==> config.mk <==
export PLATFORM = sky130hd
export DESIGN_NAME = mdc_twiddle_gen
export DESIGN_NICKNAME = d
export VERILOG_FILES = /design/src/rtl/fft_pkg.sv /design/src/rtl/mdc_twiddle_gen_twiddle_rom.sv /design/src/rtl/mdc_twiddle_gen.sv
export SDC_FILE = /design/constraint.sdc
export NUM_CORES = 1
export LEC_CHECK = 0
export CELL_PAD_IN_SITES_DETAIL_PLACEMENT = 1
export CELL_PAD_IN_SITES_GLOBAL_PLACEMENT = 1
export CORE_MARGIN = 2
export CORE_UTILIZATION = 30
export DETAILED_ROUTE_END_ITERATION = 10
export PLACE_DENSITY = 0.76
export SLEW_MARGIN = 5
export SYNTH_ARGS = -nofsm -noshare
export SYNTH_HDL_FRONTEND = slang
export SYNTH_SLANG_ARGS = --single-unit
==> constraint.sdc <==
create_clock -name clk -period 1.75 [get_ports clk]
set_input_delay 0.2625 -clock clk [delete_from_list [all_inputs] [get_ports clk]]
set_output_delay 0.2625 -clock clk [all_outputs]
set_load 0.05 [all_outputs]
==> src/rtl/fft_pkg.sv <==
// Shared constants for the 32-point radix-2 MDC FFT datapath.
//   FFT_N    : transform size
//   FFT_HALF : samples per frame on one MDC branch
//   CNT_W    : width of the per-branch sample counter
//   tw_scale : fixed-point scale of a twiddle factor for a given data width
package fft_pkg;

    localparam int unsigned FFT_N    = 32;
    localparam int unsigned FFT_HALF = 16;
    localparam int unsigned CNT_W    = 4;

    // Twiddle unity: two bits of headroom below the data width.
    function automatic int unsigned tw_scale(input int unsigned width);
        return 32'(1) << (width - 2);
    endfunction

endpackage

==> src/rtl/mdc_twiddle_gen_twiddle_rom.sv <==
// Combinational 16-entry W32^e lookup, e = 0..15.
//   e      : twiddle exponent
//   rom_re : round(S*cos(2*pi*e/32)), S = tw_scale(WIDTH)
//   rom_im : -round(S*sin(2*pi*e/32))
// Entries are derived from WIDTH at elaboration; e=0 yields re=0 because +S
// is not representable in WIDTH-1 bits and the multiplier bypasses that case.
module twiddle_rom
    import fft_pkg::*;
#(
    parameter int unsigned WIDTH = 10
) (
    input  logic        [CNT_W-1:0] e,
    output logic signed [WIDTH-2:0] rom_re,
    output logic signed [WIDTH-2:0] rom_im
);

    // cos(k*pi/16) for k = 0..8 in Q30; covers the first quarter wave.
    function automatic longint cos_q30(input int unsigned k);
        case (k)
            0:       return 64'sd1073741824;
            1:       return 64'sd1053110175;
            2:       return 64'sd992008094;
            3:       return 64'sd892783698;
            4:       return 64'sd759250125;
            5:       return 64'sd596539005;
            6:       return 64'sd410903207;
            7:       return 64'sd209476638;
            default: return 64'sd0;
        endcase
    endfunction

    // Rescale a non-negative Q30 value to the twiddle grid, rounding half up.
    function automatic longint to_grid(input longint q30);
        longint scale;
        scale = longint'(tw_scale(WIDTH));
        return (q30 * scale + (64'sd1 <<< 29)) >>> 30;
    endfunction

    function automatic logic signed [WIDTH-2:0] tw_re(input int unsigned idx);
        longint m;
        if (idx <= 8) m = to_grid(cos_q30(idx));
        else          m = -to_grid(cos_q30(16 - idx));
        if (m == longint'(tw_scale(WIDTH))) m = 0;
        return (WIDTH-1)'(m);
    endfunction

    // sin(e*pi/16) is non-negative over e = 0..15 and mirrors around e = 8.
    function automatic logic signed [WIDTH-2:0] tw_im(input int unsigned idx);
        longint m;
        if (idx <= 8) m = -to_grid(cos_q30(8 - idx));
        else          m = -to_grid(cos_q30(idx - 8));
        return (WIDTH-1)'(m);
    endfunction

    logic signed [WIDTH-2:0] re_tab [FFT_HALF];
    logic signed [WIDTH-2:0] im_tab [FFT_HALF];

    for (genvar i = 0; i < int'(FFT_HALF); i++) begin : g_tab
        assign re_tab[i] = tw_re(i);
        assign im_tab[i] = tw_im(i);
    end

    assign rom_re = re_tab[e];
    assign rom_im = im_tab[e];

endmodule

==> src/rtl/mdc_twiddle_gen.sv <==
// Twiddle sequencer in front of the complex multiplier after butterfly
// stage STAGE of the 32-point MDC FFT. Counts lower-branch samples, forms
// e = (k mod (16>>STAGE)) << STAGE and registers data, twiddle and mode
// together with one cycle of latency.
//   clk, rst_n        : clock, async active-low reset
//   in_valid, in_sof  : sample valid, frame start (qualified by in_valid)
//   in_re, in_im      : lower-branch sample
//   x0_re, x0_im      : registered sample to the multiplier
//   rom_re, rom_im    : registered twiddle W32^e
//   mul_mode          : 0 = multiply, 1 = bypass (e == 0)
//   out_valid, out_sof: registered valid / frame start
module mdc_twiddle_gen
    import fft_pkg::*;
#(
    parameter int unsigned WIDTH = 10,
    parameter int unsigned N     = 32,
    parameter int unsigned STAGE = 0
) (
    input  logic                    clk,
    input  logic                    rst_n,
    input  logic                    in_valid,
    input  logic                    in_sof,
    input  logic signed [WIDTH-1:0] in_re,
    input  logic signed [WIDTH-1:0] in_im,
    output logic signed [WIDTH-1:0] x0_re,
    output logic signed [WIDTH-1:0] x0_im,
    output logic signed [WIDTH-2:0] rom_re,
    output logic signed [WIDTH-2:0] rom_im,
    output logic                    mul_mode,
    output logic                    out_valid,
    output logic                    out_sof
);

    if (N != FFT_N) begin : g_bad_n
        $error("mdc_twiddle_gen: N must be 32");
    end
    if (STAGE > 3) begin : g_bad_stage
        $error("mdc_twiddle_gen: STAGE must be 0..3");
    end

    localparam int unsigned     SPAN = FFT_HALF >> STAGE;
    localparam logic [CNT_W-1:0] MASK = CNT_W'(SPAN - 1);

    logic        [CNT_W-1:0] k;
    logic        [CNT_W-1:0] idx_c;
    logic        [CNT_W-1:0] e_c;
    logic signed [WIDTH-2:0] tw_re_c;
    logic signed [WIDTH-2:0] tw_im_c;

    // Frame start overrides the counter, also forcing a mid-frame resync.
    always_comb begin
        idx_c = k;
        if (in_valid && in_sof) idx_c = '0;
        e_c = (idx_c & MASK) << STAGE;
    end

    twiddle_rom #(
        .WIDTH (WIDTH)
    ) u_rom (
        .e      (e_c),
        .rom_re (tw_re_c),
        .rom_im (tw_im_c)
    );

    // Counter and output registers; payload holds when no sample arrives.
    always_ff @(posedge clk or negedge rst_n) begin
        if (!rst_n) begin
            k         <= '0;
            x0_re     <= '0;
            x0_im     <= '0;
            rom_re    <= '0;
            rom_im    <= '0;
            mul_mode  <= 1'b1;
            out_valid <= 1'b0;
            out_sof   <= 1'b0;
        end else begin
            out_valid <= in_valid;
            out_sof   <= in_valid & in_sof;
            if (in_valid) begin
                k        <= idx_c + CNT_W'(1);
                x0_re    <= in_re;
                x0_im    <= in_im;
                rom_re   <= tw_re_c;
                rom_im   <= tw_im_c;
                mul_mode <= (e_c == '0);
            end
        end
    end

endmodule

---- Word-level counts from Yosys, hierarchy flattened ----
Memories as Yosys holds them, arrays and structs flattened. A register that Yosys moved wholly into a read port is not among the register bits.
Cells that the tools add are included.
word-level totals
  ROM bits ................................ 288
  word-level logic and storage cells ...... 16
  input bits .............................. 24
  memories ................................ 2
  output and inout port bits .............. 41
  register bits after elaboration ......... 27
memory list
  memory            depth  bits a word  read ports  clocked after memory_dff  wr ports  RTL line                           text
  (name not given)  16     9            1           1                         0         mdc_twiddle_gen_twiddle_rom.sv:64  assign rom_im = im_tab[e];
  (name not given)  16     9            1           1                         0         mdc_twiddle_gen_twiddle_rom.sv:63  assign rom_re = re_tab[e];
operators by class
  add/sub/neg operators ................... 1
  bitwise operators ....................... 2
  multiplexer cells ....................... 1
  reductions and logical operators ........ 4
operator list
  kind                 number
  $not 4->5            1
  $add 4x1->4 const B  1
  $logic_not 4->1      1
  $mux 4               1
  $logic_not 1->1      2
  $and 1x1->1          1
  $logic_and 1x1->1    1

---- Longest topological paths before layout ----
Gate-level depths: netlist of the first run.
  depth in word-level cells ............... 3
  gate-level depth with buffers ........... 8
  mapped depth without buffers ............ 7

---- By module ----
A second synthesis of the first run with hierarchy kept.
unflattened totals
  cell total of the unflattened synthesis .. 182
  area, all modules ....................... 2267.2 um2
modules (own cells, without submodules)
  module           cells an instance  sequential area each (um2)  area an instance (um2)  times used
  mdc_twiddle_gen  115                1127.3                      1749.2                  1
  twiddle_rom      67                 0.0                         518.0                   1

---- Worst setup path before layout of the first run ----
No wires, ideal clock.
  path type ............................... in2reg
  start point ............................. in in_valid
  end point ............................... reg rom_im[2]
  slack ................................... -135 ps
  required time ........................... 1624 ps
  path buffers ............................ 1
  cell stages on the path ................. 8
  setup time .............................. 126 ps
  data arrival time ....................... 1759 ps
  cells stage by stage .................... buf_2 nand2_1 and2_1 inv_1 ha_1 or2_2 a21oi_1 o32a_1
on the way
  word-level cells in the longest chain between the ends .. 3
RTL lines
  item                             RTL line                           text
  start, declared                  mdc_twiddle_gen.sv:21              input logic in_valid,
  $logic_and 1x1->1                mdc_twiddle_gen.sv:53              if (in_valid && in_sof) idx_c = '0;
  $mux 4                           mdc_twiddle_gen.sv:53
  $not 4->5 (implied by the code)  mdc_twiddle_gen_twiddle_rom.sv:64
  end, declared                    mdc_twiddle_gen.sv:28              output logic signed [WIDTH-2:0] rom_im,
Parallel ways exist; a longest one is shown, timed or not.
A chain may end at the register's enable or synchronous reset.

---- Final worst setup path of the first run ----
  start point ............................. reg x0_im[4]
  end point ............................... out x0_im[4]
RTL lines
  item                    RTL line               text
  start, declared         mdc_twiddle_gen.sv:26  output logic signed [WIDTH-1:0] x0_im,
  start signal, assigned  mdc_twiddle_gen.sv:82  x0_im <= in_im;
No word-level cell between the ends.

==> out/results.tsv, run 1 <==
stage	metric	value	unit
cts	cts_tree	built	
yosys	yosys.area_share.xor_xnor	0.389	%
grt	antenna_found_initial	0	
grt	overflow	0	
timing	hold_violations	0	
power_and_ir_drop	vdd_drop_max	0.789	mV
timing	min_period	1.72	ns
yosys	muxShareOfSynthArea	12.8	%
grt	grt_max_degree	30	
yosys	synth_fa_ha_area_share	5.00	%
timing	rsz0062_at_grt	no	
route	vias	1847	
yosys	synth_flop_cell	dfrtp_1	
layout	regArea	1130	um2
grt	grt_pass1_wl	10600	um
setup_path	cpMaxStageDelayCell	clkdlybuf4s50_1	
timing	worst_pin_slew	0.522	ns
cts	clock_latency	0.31	ns
route	drc	0	
setup_path	path_max_fanout	2	
floorplanning	die-area	8220	um2
yosys	synth_fp_nets	234	
yosys	synth_compound_area_share	13.9	%
route	post_drt_wl_per_cell	16.9	um
floorplanning	die_x	90.6	um
cts	cts_htree_levels	2	
layout	nets	319	
layout	syn2layout_area_growth	43.9	%
route	drt_iter0_drc	90	
floorplanning	rows	31	
layout	n_antenna_cell	0	
setup_path	required	1.49	ns
run	maxCapViolations	0	
floorplanning	dieHeight	90.6	um
timing	period_share	98.2	%
route	wl	6530	um
yosys	synth_area_per_cell	11.2	um2
place	dp_hpwl	4700	um
floorplanning	start_util	31.1	%
layout	fillCellCount	823	
setup_path	cp.arrival	1.46	ns
place	gp_congestion	0.818	
floorplanning	core_area	7250	um2
setup_path	cp_cell_sequence	clkdlybuf4s50_1	
yosys	yosys.area_share.simple	12.4	%
setup_path	end_kind	output pin	
setup_path	cp-start-kind	register	
timing	layout_setup_ws	0.0317	ns
yosys	synth_top_family_by_area	compound AO/OA/AOI/OAI gates	
yosys	syn-instance-count	201	
yosys	synth-warning-count	0	
cts	numCtsBuffers	5	
timing	slew_violations	0	
setup_path	cpLargestDelayFamily	buffers and inverters	
worst_hold_path	hp-class	input pin to async pin	
yosys	synth_edf_count	0	
grt	grt_pass1_vias	1948	
setup_path	critical_path_class	register to output pin	
timing	relSlewSlack	65.1	%
cts	clkSinkCount	45	
yosys	async_reset_ff_share	100	%
route	drtPass1Iterations	4	
layout	layout_commonest_cell	buf_4	
layout	drive_gt1_share	38.3	%
route	viasPerCell	4.78	
layout	multi_input_area	1050	um2
cts	cts.path.max_buffers	2	
floorplanning	io_pins	65	
cts	root_buffer	clkbuf_8	
timing	holdWs	0.435	ns
place	dp_slack	-0.353	ns
route	ant_nets	0	
yosys	ys_ff_latch	45	
layout	final_cell_mix	buf_4, dfrtp_1, mux2_2	
setup_path	max_stage_delay	0.80	ns
power_and_ir_drop	power_leakage	0.00149	uW
yosys	ys_types	49	
setup_path	r2r_slack	0.15	ns
timing	fmax	0.582	GHz
yosys	ys_seq_area_share	50.1	%
power_and_ir_drop	p_total	4670	uW
outcome	status	complete, no violations	
power_and_ir_drop	power.density	1440	nW/um2
grt	grt_util_all_layers	16.4	%
yosys	synth_area	2250	um2
cts	clkTransAtPathRegs	0.10	ns
setup_path	path_buf_inv	1	
place	portBuffers	64	
timing	setup_violations	0	
timing	skew	0.0112	ns
where the power goes:
| part | leakage (uW) | switching [uW] | total [uW] | internal (uW) |
|---|---|---|---|---|
| sequential | 0.000533 | 161 | 1430 | 1270 |
| combinational | 0.000897 | 1490 | 2420 | 931 |
| clock | 0.0000554 | 389 | 818 | 429 |
| total | 0.00149 | 2040 | 4670 | 2630 |
final timing paths:
kind | from | end | cells after the start
max | x0_im[4]$_DFFE_PN0P_ | x0_im[4] | 1
min | rst_n | rom_re[6]$_DFFE_PN0P_ | 2
max reg2reg | k[1]$_DFFE_PN0P_ | rom_im[2]$_DFFE_PN0P_ | 6
min reg2reg | mul_mode$_DFFE_PN1P_ | mul_mode$_DFFE_PN1P_ | 1
max in group asynchronous | rst_n | k[1]$_DFFE_PN0P_ | 3
min in group clk | in_valid | mul_mode$_DFFE_PN1P_ | 4
layer usage:
metal  part of all wire [%]  vias to the layer above  GRT usage, %
li1                       -                      877             -
met1                     44                      932          20.9
met2                     52                       32          28.8
met3                    3.2                        6          3.17
met4                   0.93                        0          3.46
met5                      0                        -             0
state kept, by name (all words and copies together), names as in the netlist:
register	flops
k	4
out_valid	1
rom_re	9
x0_im	10
out_sof	1
mul_mode	1
rom_im	9
x0_re	10
per-stage QoR:
stage                     util [%]  instance area (um2)  instances  setup TNS (ns)
final                         44.7                 3240        386               0
after CTS                     44.0                 3190        385               0
after global placement        42.1                 3060        374           -2.96
after detailed placement      42.1                 3060        374           -3.51
after global routing          44.7                 3240        386               0
after floorplan                  -                 2270        201               0
Yosys cell counts (3+ instances only):
library cell | instances | area [um2]
dfrtp_1 | 44 | 1100
mux2_2 | 22 | 248
nor2_1 | 14 | 52.6
nand2_1 | 13 | 48.8
buf_2 | 10 | 50.1
ha_1 | 9 | 113
inv_1 | 7 | 26.3
a21oi_1 | 6 | 30.0
o21ai_0 | 6 | 30.0
a31oi_1 | 5 | 31.3
nand2b_1 | 5 | 31.3
mux2i_1 | 4 | 40.0
nand3_1 | 3 | 15.0
nor2b_1 | 3 | 18.8
o21ai_1 | 3 | 15.0
final cells by class:
| class | count | area share (%) |
|---|---|---|
| clock buffers | 6 | 2.24 |
| clock inverters | 2 | 1.20 |
| inverters | 8 | 1.00 |
| multi-input cells | 133 | 32.3 |
| flip-flops and latches | 45 | 34.8 |
| well taps | 99 | 3.82 |
| repair buffers | 93 | 24.7 |
kinds of logic (layout without fill, tap and decap cells):
family,Yosys count,after routing
buffers and inverters,23,109
multiplexers,26,26
AO/OA/AOI/OAI,43,43
AND/OR/NAND/NOR,54,54
adder cells (fa/ha/maj),9,9
flip-flops,45,45
XOR/XNOR,1,1
what timing repair did:
| item | 4_1_cts | 5_1_grt |
|---|---|---|
| setup endpoints to repair | 4 | 12 |
| hold buffers | 1 | 0 |
| pin swaps | 1 | 2 |
| setup buffers | 2 | 1 |
| endpoints found under the hold margin | 17 | 0 |
| gates resized for setup | 4 | 13 |
| cloned | 0 | 0 |
No activity file was read; power rests on OpenSTA's default activity.
==> run 2: changes to the inputs <==
- CORE_MARGIN: 2 -> default
- SETUP_SLACK_MARGIN: default -> 0.15
==> out/results.tsv, run 2 (synthesis gave the netlist of run 1 again) <==
stage	metric	value	unit	change
layout	fin_cells	385		was 386
timing	skew	0.00800	ns	was 0.0112 ns
layout	n_antenna_cell	0		unchanged
route	drt_iter0_drc	46		was 90
floorplanning	start_util	31.1	%	unchanged
place	dp_slack	-0.328	ns	was -0.353 ns
setup_path	cp.arrival	1.74	ns	was 1.46 ns
layout	final_cell_mix	buf_4, dfrtp_1, mux2_2		unchanged
layout	nets	319		unchanged
place	gp_congestion	0.806		was 0.818
layout	fillCellCount	848		was 823
cts	cts.path.max_buffers	2		unchanged
timing	min_period	1.56	ns	was 1.72 ns
route	drc	0		unchanged
cts	numCtsBuffers	5		unchanged
timing	layout_setup_ws	0.193	ns	was 0.0317 ns
grt	antenna_found_initial	0		unchanged
floorplanning	core_area	7250	um2	unchanged
grt	overflow	0		unchanged
timing	holdWs	0.393	ns	was 0.435 ns
worst_hold_path	hp-class	input pin to register		was input pin to async pin
route	wl	6160	um	was 6530 um
setup_path	required	1.93	ns	was 1.49 ns
run	maxCapViolations	0		unchanged
floorplanning	rows	31		unchanged
power_and_ir_drop	power_leakage	0.00144	uW	was 0.00149 uW
cts	clock_latency	0.30	ns	was 0.31 ns
floorplanning	dieHeight	88.6	um	was 90.6 um
power_and_ir_drop	power.density	1420	nW/um2	was 1440 nW/um2
setup_path	cp_cell_sequence	and2_4 -> inv_6 -> ha_4 -> mux2_2 -> and3_4 -> o32a_1		was clkdlybuf4s50_1
layout	fin_util	44.8	%	was 44.7%
timing	rsz0062_at_grt	yes		was no
timing	worst_pin_slew	0.508	ns	was 0.522 ns
cts	cts_tree	built		unchanged
timing	fmax	0.642	GHz	was 0.582 GHz
layout	syn2layout_area_growth	44.4	%	was 43.9%
timing	hold_violations	0		unchanged
route	drtPass1Iterations	4		unchanged
setup_path	max_stage_delay	0.36	ns	was 0.80 ns
timing	setup_violations	0		unchanged
route	ant_nets	0		unchanged
place	dp_hpwl	4650	um	was 4700 um
layout	layout_commonest_cell	buf_4		unchanged
layout	reg.largest.list	x0_im: 10 flops, x0_re: 10 flops		unchanged
timing	relSlewSlack	66.1	%	was 65.1%
grt	grt_pass1_wl	9980	um	was 10600 um
cts	clkTransAtPathRegs	0.08	ns	was 0.10 ns
cts	root_buffer	clkbuf_8		unchanged
grt	grt_pass1_vias	1924		was 1948
cts	clkSinkCount	45		unchanged
floorplanning	io_pins	65		unchanged
timing	period_share	89.0	%	was 98.2%
outcome	status	complete, no violations		unchanged
layout	drive_gt1_share	36.0	%	was 38.3%
setup_path	end_kind	register		was output pin
grt	grt_util_all_layers	16.9	%	was 16.4%
setup_path	path_max_fanout	5		was 2
timing	slew_violations	0		unchanged
timing	fin_setup_tns	0	ns	unchanged
route	post_drt_wl_per_cell	16.0	um	was 16.9 um
route	vias	1863		was 1847
floorplanning	die_x	88.6	um	was 90.6 um
power_and_ir_drop	vdd_drop_max	0.720	mV	was 0.789 mV
setup_path	path_buf_inv	1		unchanged
place	dp_cells	373		was 374
floorplanning	die-area	7860	um2	was 8220 um2
route	viasPerCell	4.84		was 4.78
setup_path	cp-start-kind	register		unchanged
setup_path	critical_path_class	register to register		was register to output pin
setup_path	cpMaxStageDelayCell	dfrtp_1		was clkdlybuf4s50_1
cts	cts_htree_levels	2		unchanged
setup_path	cpLargestDelayFamily	flip-flops		was buffers and inverters
place	portBuffers	64		unchanged
grt	grt_max_degree	34		was 30
## run 2: worst min-delay path: stages
cell	delay, ns
buf_2	0.14
nand2_4	0.09
buf_4	0.13
inv_1	0.04
## run 2: area by class of cell
cell class / count / area [um2] / area share, %
clock buffers: 5 / 68.8 / 2.12
flip-flops and latches: 45 / 1130 / 34.7
clock inverters: 2 / 35.0 / 1.08
inverters: 8 / 35.0 / 1.08
repair buffers: 93 / 796 / 24.5
multi-input cells: 133 / 1060 / 32.7
well taps: 99 / 124 / 3.81
## run 2: path summary, 6_finish.rpt
kind,startpoint,to,slack [ns],cells past startpoint
max in group asynchronous,rst_n,rom_re[4]$_DFFE_PN0P_,0.75,3
worst max-delay path,k[1]$_DFFE_PN0P_,rom_im[2]$_DFFE_PN0P_,0.19,6
worst min-delay path,in_valid,out_sof$_DFF_PN0_,0.39,4
worst min register to register,mul_mode$_DFFE_PN1P_,mul_mode$_DFFE_PN1P_,0.48,1
min in group asynchronous,rst_n,x0_im[8]$_DFFE_PN0P_,0.47,2
worst max register to register,k[1]$_DFFE_PN0P_,rom_im[2]$_DFFE_PN0P_,0.19,6
## run 2: what timing repair did
| item | in CTS | in global routing |
|---|---|---|
| setup endpoints to repair | 34 | 6 |
| buffers inserted | 0 | 4 |
| cloned | 0 | 0 |
| hold endpoints to repair | 17 | 0 |
| hold buffers | 1 | 0 |
| gates resized for setup | 21 | 5 |
## run 2: routing by layer
| metal | GRT usage [%] | routed length (um) |
|---|---|---|
| met3 | 4.10 | 431 |
| met5 | 0 | 0 |
| met1 | 21.3 | 2650 |
| met4 | 3.96 | 53 |
| met2 | 29.3 | 3030 |
## run 2: power breakdown
part	total, uW	leakage (uW)	switching (uW)	internal, uW
Clock	757	0.0000540	341	415
Combinational	2440	0.000858	1480	958
Sequential	1420	0.000532	147	1280
## run 2: through the flow
step,cell area (um2),total power (uW)
2_1_floorplan,2310,3030
3_3_place_gp,3110,3780
3_5_place_dp,3110,3840
4_1_cts,3200,4580
5_1_grt,3250,4910
6_report,3250,4620
